===== src/rtl/md_ctrl_if.sv =====
// md_ctrl_if: decode-side request bus and HI/LO result bus of the mul/div controller.
interface md_ctrl_if;
  logic        op_valid;
  logic [2:0]  op;
  logic [31:0] src_a;
  logic [31:0] src_b;
  logic        flush;
  logic        busy;
  logic        done;
  logic        div_zero;
  logic [31:0] hi;
  logic [31:0] lo;

  modport master (
    output op_valid, op, src_a, src_b, flush,
    input  busy, done, div_zero, hi, lo
  );

  modport slave (
    input  op_valid, op, src_a, src_b, flush,
    output busy, done, div_zero, hi, lo
  );
endinterface


===== src/rtl/md_ctrl.sv =====
// md_ctrl: multiply/divide controller owning the architectural HI/LO registers.
// Multiplies run through a combinational product held for MUL_LAT cycles;
// divides use a 32-step restoring divider followed by a sign-fixup cycle.
// Optional: define MD_CTRL_MADD_EN to enable op 7 (MADD, signed
// multiply-accumulate into {hi,lo}); otherwise op 7 behaves as NOP.
module md_ctrl #(
  parameter int unsigned MUL_LAT = 2
) (
  input  logic     clk,
  input  logic     rst,
  md_ctrl_if.slave bus
);

  localparam int unsigned XLEN      = 32;
  localparam int unsigned CW        = 5;
  localparam int unsigned DIV_ITERS = 32;

  localparam logic [CW-1:0] MUL_LAST = CW'(MUL_LAT - 1);
  localparam logic [CW-1:0] DIV_LAST = CW'(DIV_ITERS - 1);

  localparam logic [2:0] OP_MULT  = 3'd1;
  localparam logic [2:0] OP_MULTU = 3'd2;
  localparam logic [2:0] OP_DIV   = 3'd3;
  localparam logic [2:0] OP_DIVU  = 3'd4;
  localparam logic [2:0] OP_MTHI  = 3'd5;
  localparam logic [2:0] OP_MTLO  = 3'd6;
`ifdef MD_CTRL_MADD_EN
  localparam logic [2:0] OP_MADD  = 3'd7;
`endif

  typedef enum logic [1:0] {
    ST_IDLE,
    ST_MUL,
    ST_DIV,
    ST_FIX
  } state_t;

  state_t            r_state;
  logic [CW-1:0]     r_cnt;
  logic [XLEN-1:0]   r_a;
  logic [XLEN-1:0]   r_b;
  logic              r_sign;
  logic              r_dz;
  logic [XLEN-1:0]   r_rem;
  logic [XLEN-1:0]   r_quo;
  logic [XLEN-1:0]   r_hi;
  logic [XLEN-1:0]   r_lo;
  logic              r_busy;
  logic              r_done;
  logic              r_div_zero;
`ifdef MD_CTRL_MADD_EN
  logic              r_madd;
`endif

  logic [2*XLEN-1:0] w_ext_a;
  logic [2*XLEN-1:0] w_ext_b;
  logic [2*XLEN-1:0] w_prod;
  logic [XLEN-1:0]   w_b_mag;
  logic [XLEN-1:0]   w_src_a_mag;
  logic [XLEN:0]     w_shift;
  logic [XLEN:0]     w_trial;
  logic              w_quo_neg;
  logic              w_rem_neg;
  logic [XLEN-1:0]   w_quo_fix;
  logic [XLEN-1:0]   w_rem_fix;
`ifdef MD_CTRL_MADD_EN
  logic [2*XLEN-1:0] w_acc;
`endif

  // Multiplier operands come only from the latched registers; sign mode picks extension.
  assign w_ext_a = r_sign ? {{XLEN{r_a[XLEN-1]}}, r_a} : {{XLEN{1'b0}}, r_a};
  assign w_ext_b = r_sign ? {{XLEN{r_b[XLEN-1]}}, r_b} : {{XLEN{1'b0}}, r_b};
  assign w_prod  = w_ext_a * w_ext_b;

`ifdef MD_CTRL_MADD_EN
  assign w_acc = {r_hi, r_lo} + w_prod;
`endif

  // Divider datapath: magnitudes, one restoring trial subtraction per cycle, sign fixup.
  assign w_b_mag     = (r_sign && r_b[XLEN-1]) ? XLEN'(-r_b) : r_b;
  assign w_src_a_mag = ((bus.op == OP_DIV) && bus.src_a[XLEN-1]) ? XLEN'(-bus.src_a) : bus.src_a;
  assign w_shift     = {r_rem, r_quo[XLEN-1]};
  assign w_trial     = w_shift - {1'b0, w_b_mag};
  assign w_quo_neg   = r_sign & (r_a[XLEN-1] ^ r_b[XLEN-1]);
  assign w_rem_neg   = r_sign & r_a[XLEN-1];
  assign w_quo_fix   = w_quo_neg ? XLEN'(-r_quo) : r_quo;
  assign w_rem_fix   = w_rem_neg ? XLEN'(-r_rem) : r_rem;

  // Control FSM, operand latching, divider iteration and HI/LO commit.
  always_ff @(posedge clk or posedge rst) begin
    if (rst) begin
      r_state    <= ST_IDLE;
      r_cnt      <= '0;
      r_a        <= '0;
      r_b        <= '0;
      r_sign     <= 1'b0;
      r_dz       <= 1'b0;
      r_rem      <= '0;
      r_quo      <= '0;
      r_hi       <= '0;
      r_lo       <= '0;
      r_busy     <= 1'b0;
      r_done     <= 1'b0;
      r_div_zero <= 1'b0;
`ifdef MD_CTRL_MADD_EN
      r_madd     <= 1'b0;
`endif
    end else begin
      r_done     <= 1'b0;
      r_div_zero <= 1'b0;
      case (r_state)
        ST_IDLE: begin
          if (bus.op_valid && !bus.flush) begin
            case (bus.op)
              OP_MTHI: begin
                r_hi   <= bus.src_a;
                r_done <= 1'b1;
              end
              OP_MTLO: begin
                r_lo   <= bus.src_a;
                r_done <= 1'b1;
              end
              OP_MULT, OP_MULTU: begin
                r_a     <= bus.src_a;
                r_b     <= bus.src_b;
                r_sign  <= (bus.op == OP_MULT);
                r_cnt   <= '0;
                r_busy  <= 1'b1;
                r_state <= ST_MUL;
`ifdef MD_CTRL_MADD_EN
                r_madd  <= 1'b0;
`endif
              end
`ifdef MD_CTRL_MADD_EN
              OP_MADD: begin
                r_a     <= bus.src_a;
                r_b     <= bus.src_b;
                r_sign  <= 1'b1;
                r_cnt   <= '0;
                r_busy  <= 1'b1;
                r_state <= ST_MUL;
                r_madd  <= 1'b1;
              end
`endif
              OP_DIV, OP_DIVU: begin
                r_a    <= bus.src_a;
                r_b    <= bus.src_b;
                r_sign <= (bus.op == OP_DIV);
                r_cnt  <= '0;
                r_rem  <= '0;
                r_quo  <= w_src_a_mag;
                r_busy <= 1'b1;
                if (bus.src_b == '0) begin
                  // Zero divisor skips iteration and only flags in the fixup cycle.
                  r_dz    <= 1'b1;
                  r_state <= ST_FIX;
                end else begin
                  r_dz    <= 1'b0;
                  r_state <= ST_DIV;
                end
              end
              default: ;
            endcase
          end
        end
        ST_MUL: begin
          if (bus.flush) begin
            r_state <= ST_IDLE;
            r_busy  <= 1'b0;
          end else if (r_cnt == MUL_LAST) begin
`ifdef MD_CTRL_MADD_EN
            if (r_madd) {r_hi, r_lo} <= w_acc;
            else        {r_hi, r_lo} <= w_prod;
`else
            {r_hi, r_lo} <= w_prod;
`endif
            r_done  <= 1'b1;
            r_busy  <= 1'b0;
            r_state <= ST_IDLE;
          end else begin
            r_cnt <= r_cnt + 1'b1;
          end
        end
        ST_DIV: begin
          if (bus.flush) begin
            r_state <= ST_IDLE;
            r_busy  <= 1'b0;
          end else begin
            if (!w_trial[XLEN]) begin
              r_rem <= w_trial[XLEN-1:0];
              r_quo <= {r_quo[XLEN-2:0], 1'b1};
            end else begin
              r_rem <= w_shift[XLEN-1:0];
              r_quo <= {r_quo[XLEN-2:0], 1'b0};
            end
            if (r_cnt == DIV_LAST) r_state <= ST_FIX;
            else                   r_cnt   <= r_cnt + 1'b1;
          end
        end
        ST_FIX: begin
          r_state <= ST_IDLE;
          r_busy  <= 1'b0;
          if (!bus.flush) begin
            r_done <= 1'b1;
            if (r_dz) begin
              r_div_zero <= 1'b1;
            end else begin
              r_lo <= w_quo_fix;
              r_hi <= w_rem_fix;
            end
          end
        end
        default: begin
          r_state <= ST_IDLE;
          r_busy  <= 1'b0;
        end
      endcase
    end
  end

  assign bus.busy     = r_busy;
  assign bus.done     = r_done;
  assign bus.div_zero = r_div_zero;
  assign bus.hi       = r_hi;
  assign bus.lo       = r_lo;

endmodule


===== src/flat_wrapper.sv =====
// flat-port wrapper written by rule: the top's interface ports become plain ports
module md_ctrl_flat 
#(
  parameter int unsigned MUL_LAT = 2
)
  (clk, rst, bus_op_valid, bus_op, bus_src_a, bus_src_b, bus_flush, bus_busy, bus_done, bus_div_zero, bus_hi, bus_lo);
  md_ctrl_if bus_i ();
  input  logic clk;
  input  logic rst;
  input wire logic [$bits(bus_i.op_valid)-1:0] bus_op_valid;
  input wire logic [$bits(bus_i.op)-1:0] bus_op;
  input wire logic [$bits(bus_i.src_a)-1:0] bus_src_a;
  input wire logic [$bits(bus_i.src_b)-1:0] bus_src_b;
  input wire logic [$bits(bus_i.flush)-1:0] bus_flush;
  output wire logic [$bits(bus_i.busy)-1:0] bus_busy;
  output wire logic [$bits(bus_i.done)-1:0] bus_done;
  output wire logic [$bits(bus_i.div_zero)-1:0] bus_div_zero;
  output wire logic [$bits(bus_i.hi)-1:0] bus_hi;
  output wire logic [$bits(bus_i.lo)-1:0] bus_lo;
  assign bus_i.op_valid = bus_op_valid;
  assign bus_i.op = bus_op;
  assign bus_i.src_a = bus_src_a;
  assign bus_i.src_b = bus_src_b;
  assign bus_i.flush = bus_flush;
  assign bus_busy = bus_i.busy;
  assign bus_done = bus_i.done;
  assign bus_div_zero = bus_i.div_zero;
  assign bus_hi = bus_i.hi;
  assign bus_lo = bus_i.lo;
  md_ctrl #(.MUL_LAT(MUL_LAT)) u_core (.clk(clk), .rst(rst), .bus(bus_i));
endmodule

===== config.mk =====
export PLATFORM = sky130hd
export DESIGN_NAME = md_ctrl_flat
export DESIGN_NICKNAME = d
export VERILOG_FILES = /design/src/rtl/md_ctrl_if.sv /design/src/rtl/md_ctrl.sv /design/src/flat_wrapper.sv
export SDC_FILE = /design/constraint.sdc
export NUM_CORES = 2
export LEC_CHECK = 0
export CORE_MARGIN = 2
export CORE_UTILIZATION = 68
export DETAILED_ROUTE_END_ITERATION = 8
export DONT_BUFFER_PORTS = 1
export PLACE_DENSITY = 0.84
export REMOVE_ABC_BUFFERS = 1
export SYNTH_ARGS = -nofsm -noshare
export SYNTH_HDL_FRONTEND = slang
export SYNTH_SLANG_ARGS = --single-unit

===== constraint.sdc =====
create_clock -name clk -period 14.92 [get_ports clk]
set_clock_uncertainty 0.05 [all_clocks]
set_input_delay 2.984 -clock clk [delete_from_list [all_inputs] [get_ports clk]]
set_output_delay 2.984 -clock clk [all_outputs]
set_load 0.1 [all_outputs]

After elaboration in Yosys (flattened, before gate mapping)
Index checks and enable logic that the tools add are counted.
{ "op_classes": {"eq_ne": 27, "n_addsub": 6, "mux": 62, "reduce_logical": 23, "bitwise": 3, "n_mul": 1} }
{ "op_table": {"columns": ["op", "n"], "rows": [
  ["$mux W32", 23],
  ["$pmux W32 S3", 2],
  ["$mux W64", 2],
  ["$neg A32 Y32", 4],
  ["$pmux W32 S2", 2],
  ["$mul A64 B64 Y64", 1],
  ["$sub A33 B32 Y33", 1],
  ["$logic_not A32 Y1", 1],
  ["$mux W5", 6],
  ["$ne A2 B2 Y1 const B", 11],
  ["$reduce_and A7 Y1", 3],
  ["$mux W1", 16],
  ["$pmux W5 S3", 1],
  ["$reduce_and A4 Y1", 3],
  ["$mux W2", 5],
  ["$eq A3 B3 Y1 const B", 3],
  ["$reduce_and A3 Y1", 3],
  ["$pmux W2 S4", 1],
  ["$eq A3 B2 Y1 const B", 2],
  ["$ne A3 B2 Y1 const B", 2],
  ["$reduce_bool A3 Y1", 2],
  ["$reduce_or A2 Y1", 3],
  ["$add A5 B1 Y5 const B", 1],
  ["$eq A5 B1 Y1 const B", 1],
  ["17 further kinds", 23]
]} }
{ "totals": {"reg_bits": 204, "output_inout_bits": 67, "word_cells": 135, "input_bits": 71} }

Longest topological paths before layout
{ "depth": {"ltp_word": 6, "depth_mapped": 37} }

Least setup slack after synthesis
Ideal clock, no wire load.
{ "synth_timing": {"path_type": "register -> register", "startpoint": "register u_core.r_sign", "endpoint": "register u_core.r_hi[29], in the netlist u_core.bus.hi[29]", "setup_time_ns": 0.126, "required_ns": 14.744, "slack_ns": 5.300, "path_stages_with_launch": 34, "t_arrival_ns": 9.444, "cell_sequence": "dfrtp_1 -> clkbuf_1 -> and2_1 -> clkbuf_1 -> clkbuf_1 -> clkbuf_1 -> nand2_1 -> fa_1 -> inv_1 -> fa_1 -> fa_1 -> inv_1 -> fa_1 -> inv_1 -> fa_1 -> fa_1 -> fa_1 -> fa_1 -> fa_1 -> inv_1 -> fa_1 -> inv_1 -> ha_1 -> clkbuf_1 -> a21o_1 -> a21o_1 -> a21oi_1 -> nor2b_1 -> o21ai_0 -> nand2_1 -> a21oi_1 -> o41ai_2 -> mux2i_1 -> a221o_1"} }
{ "synth_between": {"elab_chain_cells": 5, "word_cells_on_any_way": 10, "classes_between": "mul (1); mux (8); bitwise (1)"} }
{ "synth_lines": {"columns": ["element", "line", "source"], "rows": [
  ["start: declaration", "md_ctrl.sv:42", "logic r_sign;"],
  ["start signal: assignment", "md_ctrl.sv:126", "r_sign <= (bus.op == OP_MULT);"],
  ["start signal: assignment", "md_ctrl.sv:148", "r_sign <= (bus.op == OP_DIV);"],
  ["$mux W64 (tied with other cells)", "md_ctrl.sv:71", "assign w_ext_a = r_sign ? {{XLEN{r_a[XLEN-1]}}, r_a} : {{XLEN{1'b0}}, r_a};"],
  ["$mul A64 B64 Y64 / $mux W32 (equally long branches)", "md_ctrl.sv:73, md_ctrl.sv:87", null],
  ["$mux W32, on equally long branches", "md_ctrl.sv:170, md_ctrl.sv:205", null],
  ["$mux W32, on equally long branches", "md_ctrl.sv:167, md_ctrl.sv:203", null],
  ["$pmux W32 S3 (*)", "md_ctrl.sv:111", "case (r_state)"],
  ["end signal: assignment", "md_ctrl.sv:116", "r_hi <= bus.src_a;"],
  ["end signal: assignment", "md_ctrl.sv:175", "{r_hi, r_lo} <= w_prod;"],
  ["end signal: assignment", "md_ctrl.sv:209", "r_hi <= w_rem_fix;"],
  ["end: declaration", "md_ctrl.sv:46", "logic [XLEN-1:0] r_hi;"]
]} }
Every way passes the cells marked *; elsewhere a longest branch is shown, timed or not. The select of a mux whose other input is x is not followed.
A chain may end at the register's enable or synchronous reset.

Worst setup path after layout
Same ends and word-level chain as after synthesis.

==> results.py <==
metrics = {
    "timing": {
        "rsz0062_at_grt": "false",
        "finalSetupViolations": 0,
        "tns_ns": 0,
        "worstMarginPinSlew_ns": 1.267,
        "slew_violations": 0,
        "period_needed_ns": 10.09,
        "fmax_mhz": 99.15,
        "max-slew-margin-rel_pct": 15.54,
        "report.final.hold_viol_count": 0,
        "final.period_utilization_pct": 67.60,
    },
    "synth": {
        "yosysUniqueCellTypes": 92,
        "yosys_register_bits": 204,
        "syn_avg_cell_area_um2": 9.238,
        "synth_top_family_by_area": "adder cells",
        "synth_edf_count": 0,
        "synth_compound_area_share_pct": 7.572,
        "synthSimpleGateAreaFrac_pct": 13.94,
        "synth_cells": 6647,
        "synthAdderAreaFrac_pct": 53.53,
        "synth_xor_area_share_pct": 3.568,
        "yosysSeqAreaShare_pct": 8.314,
        "syn_area_um2": 61400,
        "yosysWarnings": 0,
        "synth_ff_type": "dfrtp_1",
        "synthMuxAreaShare_pct": 1.320,
        "async_reset_ff_share_pct": 100.0,
    },
    "clock_tree": {
        "numCtsBuffers": 24,
        "cts_buffer_depth": 3,
        "post_cts_resized": 0,
        "cts_tree": "yes",
        "clock_latency_ns": 0.60,
        "cts-root-buf": "clkbuf_16",
        "cts_max_level": 1,
        "cts.sink_count": 204,
        "cts_hold_buf": 0,
        "post-cts-setup-buffers": 0,
        "clk_pin_slew_ns": 0.07,
    },
    "global_route": {
        "track_usage_pct": 40.17,
        "grt_max_degree": 136,
        "gr-total-overflow": 0,
        "antenna_found_initial": 7,
        "grt_pass1_vias": 50540,
        "grt_pass1_wl_um": 284300,
    },
    "detailed_routing": {
        "drt.antenna.violating_nets": 0,
        "drt_iter0_drc": 4313,
        "routed_wire_length_per_instance_um": 23.51,
        "wirelength_um": 178600,
        "drtPass1Iterations": 7,
        "via_per_inst": 6.128,
        "drcViolationCount": 0,
        "num_vias": 46540,
    },
    "critical_path": {
        "cp.depth": 31,
        "critical_path.endpoint": "u_core.bus.hi[29]$_DFFE_PP0P_",
        "required_ns": 15.36,
        "crit_slowest_cell": "and2_1",
        "critPathLaunchType": "flip-flop",
        "critPathBufInv": 9,
        "r2r_start": "u_core.r_sign$_DFFE_PP0P_",
        "path_max_fanout": 30,
        "critPathLaunch": "u_core.r_sign$_DFFE_PP0P_",
        "critical_path_arrival_ns": 10.52,
        "endpoint_kind": "flip-flop",
        "cp_slowest_stage_delay_ns": 0.75,
        "reg2reg_slack_ns": 4.83,
        "critPathTopFamily": "adder cells",
        "r2r-end": "u_core.bus.hi[29]$_DFFE_PP0P_",
        "cpMostUsedCell": "fa_1",
        "timing_worst_setup_path_type": "flip-flop to flip-flop",
        "r2r_cells": 31,
    },
    "die": {
        "io_pins": 138,
        "die-area_um2": 92720,
        "die_w_um": 304.5,
        "coreArea_um2": 89740,
        "dieHeight_um": 304.5,
        "start_util_pct": 68.43,
        "rows": 110,
    },
    "worst_hold_path": {
        "hold_path.class": "flip-flop to flip-flop",
        "hp-start": "u_core.r_a[21]$_DFFE_PP0P_",
        "min_path_cells": 1,
    },
    "job": {
        "drv_cap": 0,
    },
    "placed_design": {
        "place.gp.congestion": 1.011,
        "port_buffers": 0,
        "hpwl_um": 140200,
    },
    "finish": {
        "seqCellArea_um2": 5106,
        "fill_cells": 6630,
        "multi_input_area_um2": 49120,
        "drive_gt1_share_pct": 3.897,
        "nNetsFinal": 8242,
        "areaGrowthSynthToFinish_pct": 2.647,
    },
    "run_status": {
        "outcome": "completed",
    },
}
-- sequential cells by signal, indices dropped and copies added, names as in the netlist --
register / flops
u_core.r_a: 32
u_core.bus.hi: 32
u_core.bus.div_zero: 1
u_core.r_state: 2
u_core.r_cnt: 5
u_core.r_b: 32
u_core.bus.lo: 32
u_core.r_sign: 1
u_core.bus.done: 1
u_core.r_quo: 32
u_core.r_rem: 32
u_core.bus.busy: 1
u_core.r_dz: 1
-- layout by cell type, fill, tap and decap left out, types with 25 or more instances in the layout --
cell type,instances
a221oi_1,31
nor2_1,156
fa_1,1420
ha_1,349
dfrtp_1,203
o21ai_0,180
a21o_1,47
nor3_1,37
and3_1,41
xnor2_1,162
buf_4,86
mux2_2,64
a21oi_1,184
inv_1,1555
xor2_1,83
o31ai_1,25
nand2_1,726
nand3_1,41
and2_1,581
a31oi_1,26
-- synthesized netlist by cell type, drive strengths merged (15+ instances only) --
| library cell | count | share of area, % |
|---|---|---|
| a211oi | 15 | 0.20 |
| a21o | 48 | 0.59 |
| a21oi | 186 | 1.5 |
| a221oi | 32 | 0.47 |
| a22oi | 17 | 0.21 |
| a31oi | 27 | 0.30 |
| and2 | 581 | 5.9 |
| and3 | 42 | 0.43 |
| buf | 38 | 0.26 |
| clkbuf | 322 | 2.0 |
| dfrtp | 204 | 8.3 |
| fa | 1420 | 46 |
| ha | 352 | 7.2 |
| inv | 1556 | 9.5 |
| mux2 | 64 | 1.2 |
| nand2 | 726 | 4.4 |
| nand2b | 20 | 0.20 |
| nand3 | 43 | 0.35 |
| nand4 | 17 | 0.17 |
| nor2 | 159 | 0.98 |
| nor3 | 39 | 0.33 |
| nor4 | 24 | 0.29 |
| o211ai | 15 | 0.21 |
| o21a | 20 | 0.24 |
| o21ai | 191 | 1.6 |
| o311ai | 17 | 0.24 |
| o31ai | 25 | 0.31 |
| o41ai | 15 | 0.24 |
| xnor2 | 162 | 2.3 |
| xor2 | 83 | 1.2 |
-- layer usage --
layer	vias to the layer above	wire length, um	GRT usage [%]
li1	19410	-	-
met1	23590	63520	51.83
met2	2813	81430	62.38
met3	717	22560	11.86
met4	8	10980	20.08
met5	-	93	0.4651
-- how the worst min path moves through the flow --
stage                                  endpoint  slack [ns]
finish               u_core.r_a[21]$_DFFE_PP0P_        0.46
global placement     u_core.r_a[14]$_DFFE_PP0P_        0.44
CTS                  u_core.r_a[23]$_DFFE_PP0P_        0.46
global route         u_core.r_a[26]$_DFFE_PP0P_        0.47
floorplan           u_core.r_cnt[4]$_DFFE_PP0P_        0.43
detailed placement   u_core.r_a[23]$_DFFE_PP0P_        0.44
-- worst register-to-register path, delay by kind of cell, from the launching register on --
| kind | cells | cell delay, ns |
|---|---|---|
| muxes | 1 | 0.12 |
| buffers and inverters | 9 | 1.47 |
| adders and majority gates | 11 | 5.12 |
| AOI/OAI and AO/OA | 4 | 1.11 |
| DFF | 1 | 0.32 |
| and+or+nand+nor | 6 | 1.78 |
-- cell type report --
class                           count  area share (%)
Multi-Input combinational cell   4526           77.93
Inverter                         1557           9.285
Sequential cell                   204           8.101
Tap cell                         1176           2.335
Timing Repair Buffer               86           1.024
Clock buffer                       26          0.9965
Clock inverter                     17          0.3156
Antenna cell                        3         0.01191
-- stage by stage --
stage | setup slack (ns) | instance area (um^2) | cells | hold WS (ns) | utilization (%)
floorplan | 5.031 | 60030 | 6287 | 0.4288 | -
global placement | 5.068 | 62190 | 7549 | 0.4378 | 69.31
detailed placement | 4.927 | 62190 | 7549 | 0.4446 | 69.31
CTS | 4.912 | 63020 | 7592 | 0.4602 | 70.23
global route | 4.463 | 63020 | 7592 | 0.4746 | 70.23
finish | 4.834 | 63030 | 7595 | 0.4615 | 70.24
-- logic make-up after synthesis --
logic type,Yosys count
AO/OA/AOI/OAI,712
buffers and inverters,1917
multiplexers,73
flip-flops,204
adder cells (fa/ha/maj),1776
XOR/XNOR,247
AND/OR/NAND/NOR,1718
Power is left out: the tool's default activity adds up to more than one toggle a clock period on the data nets, which glitch-free logic cannot reach.
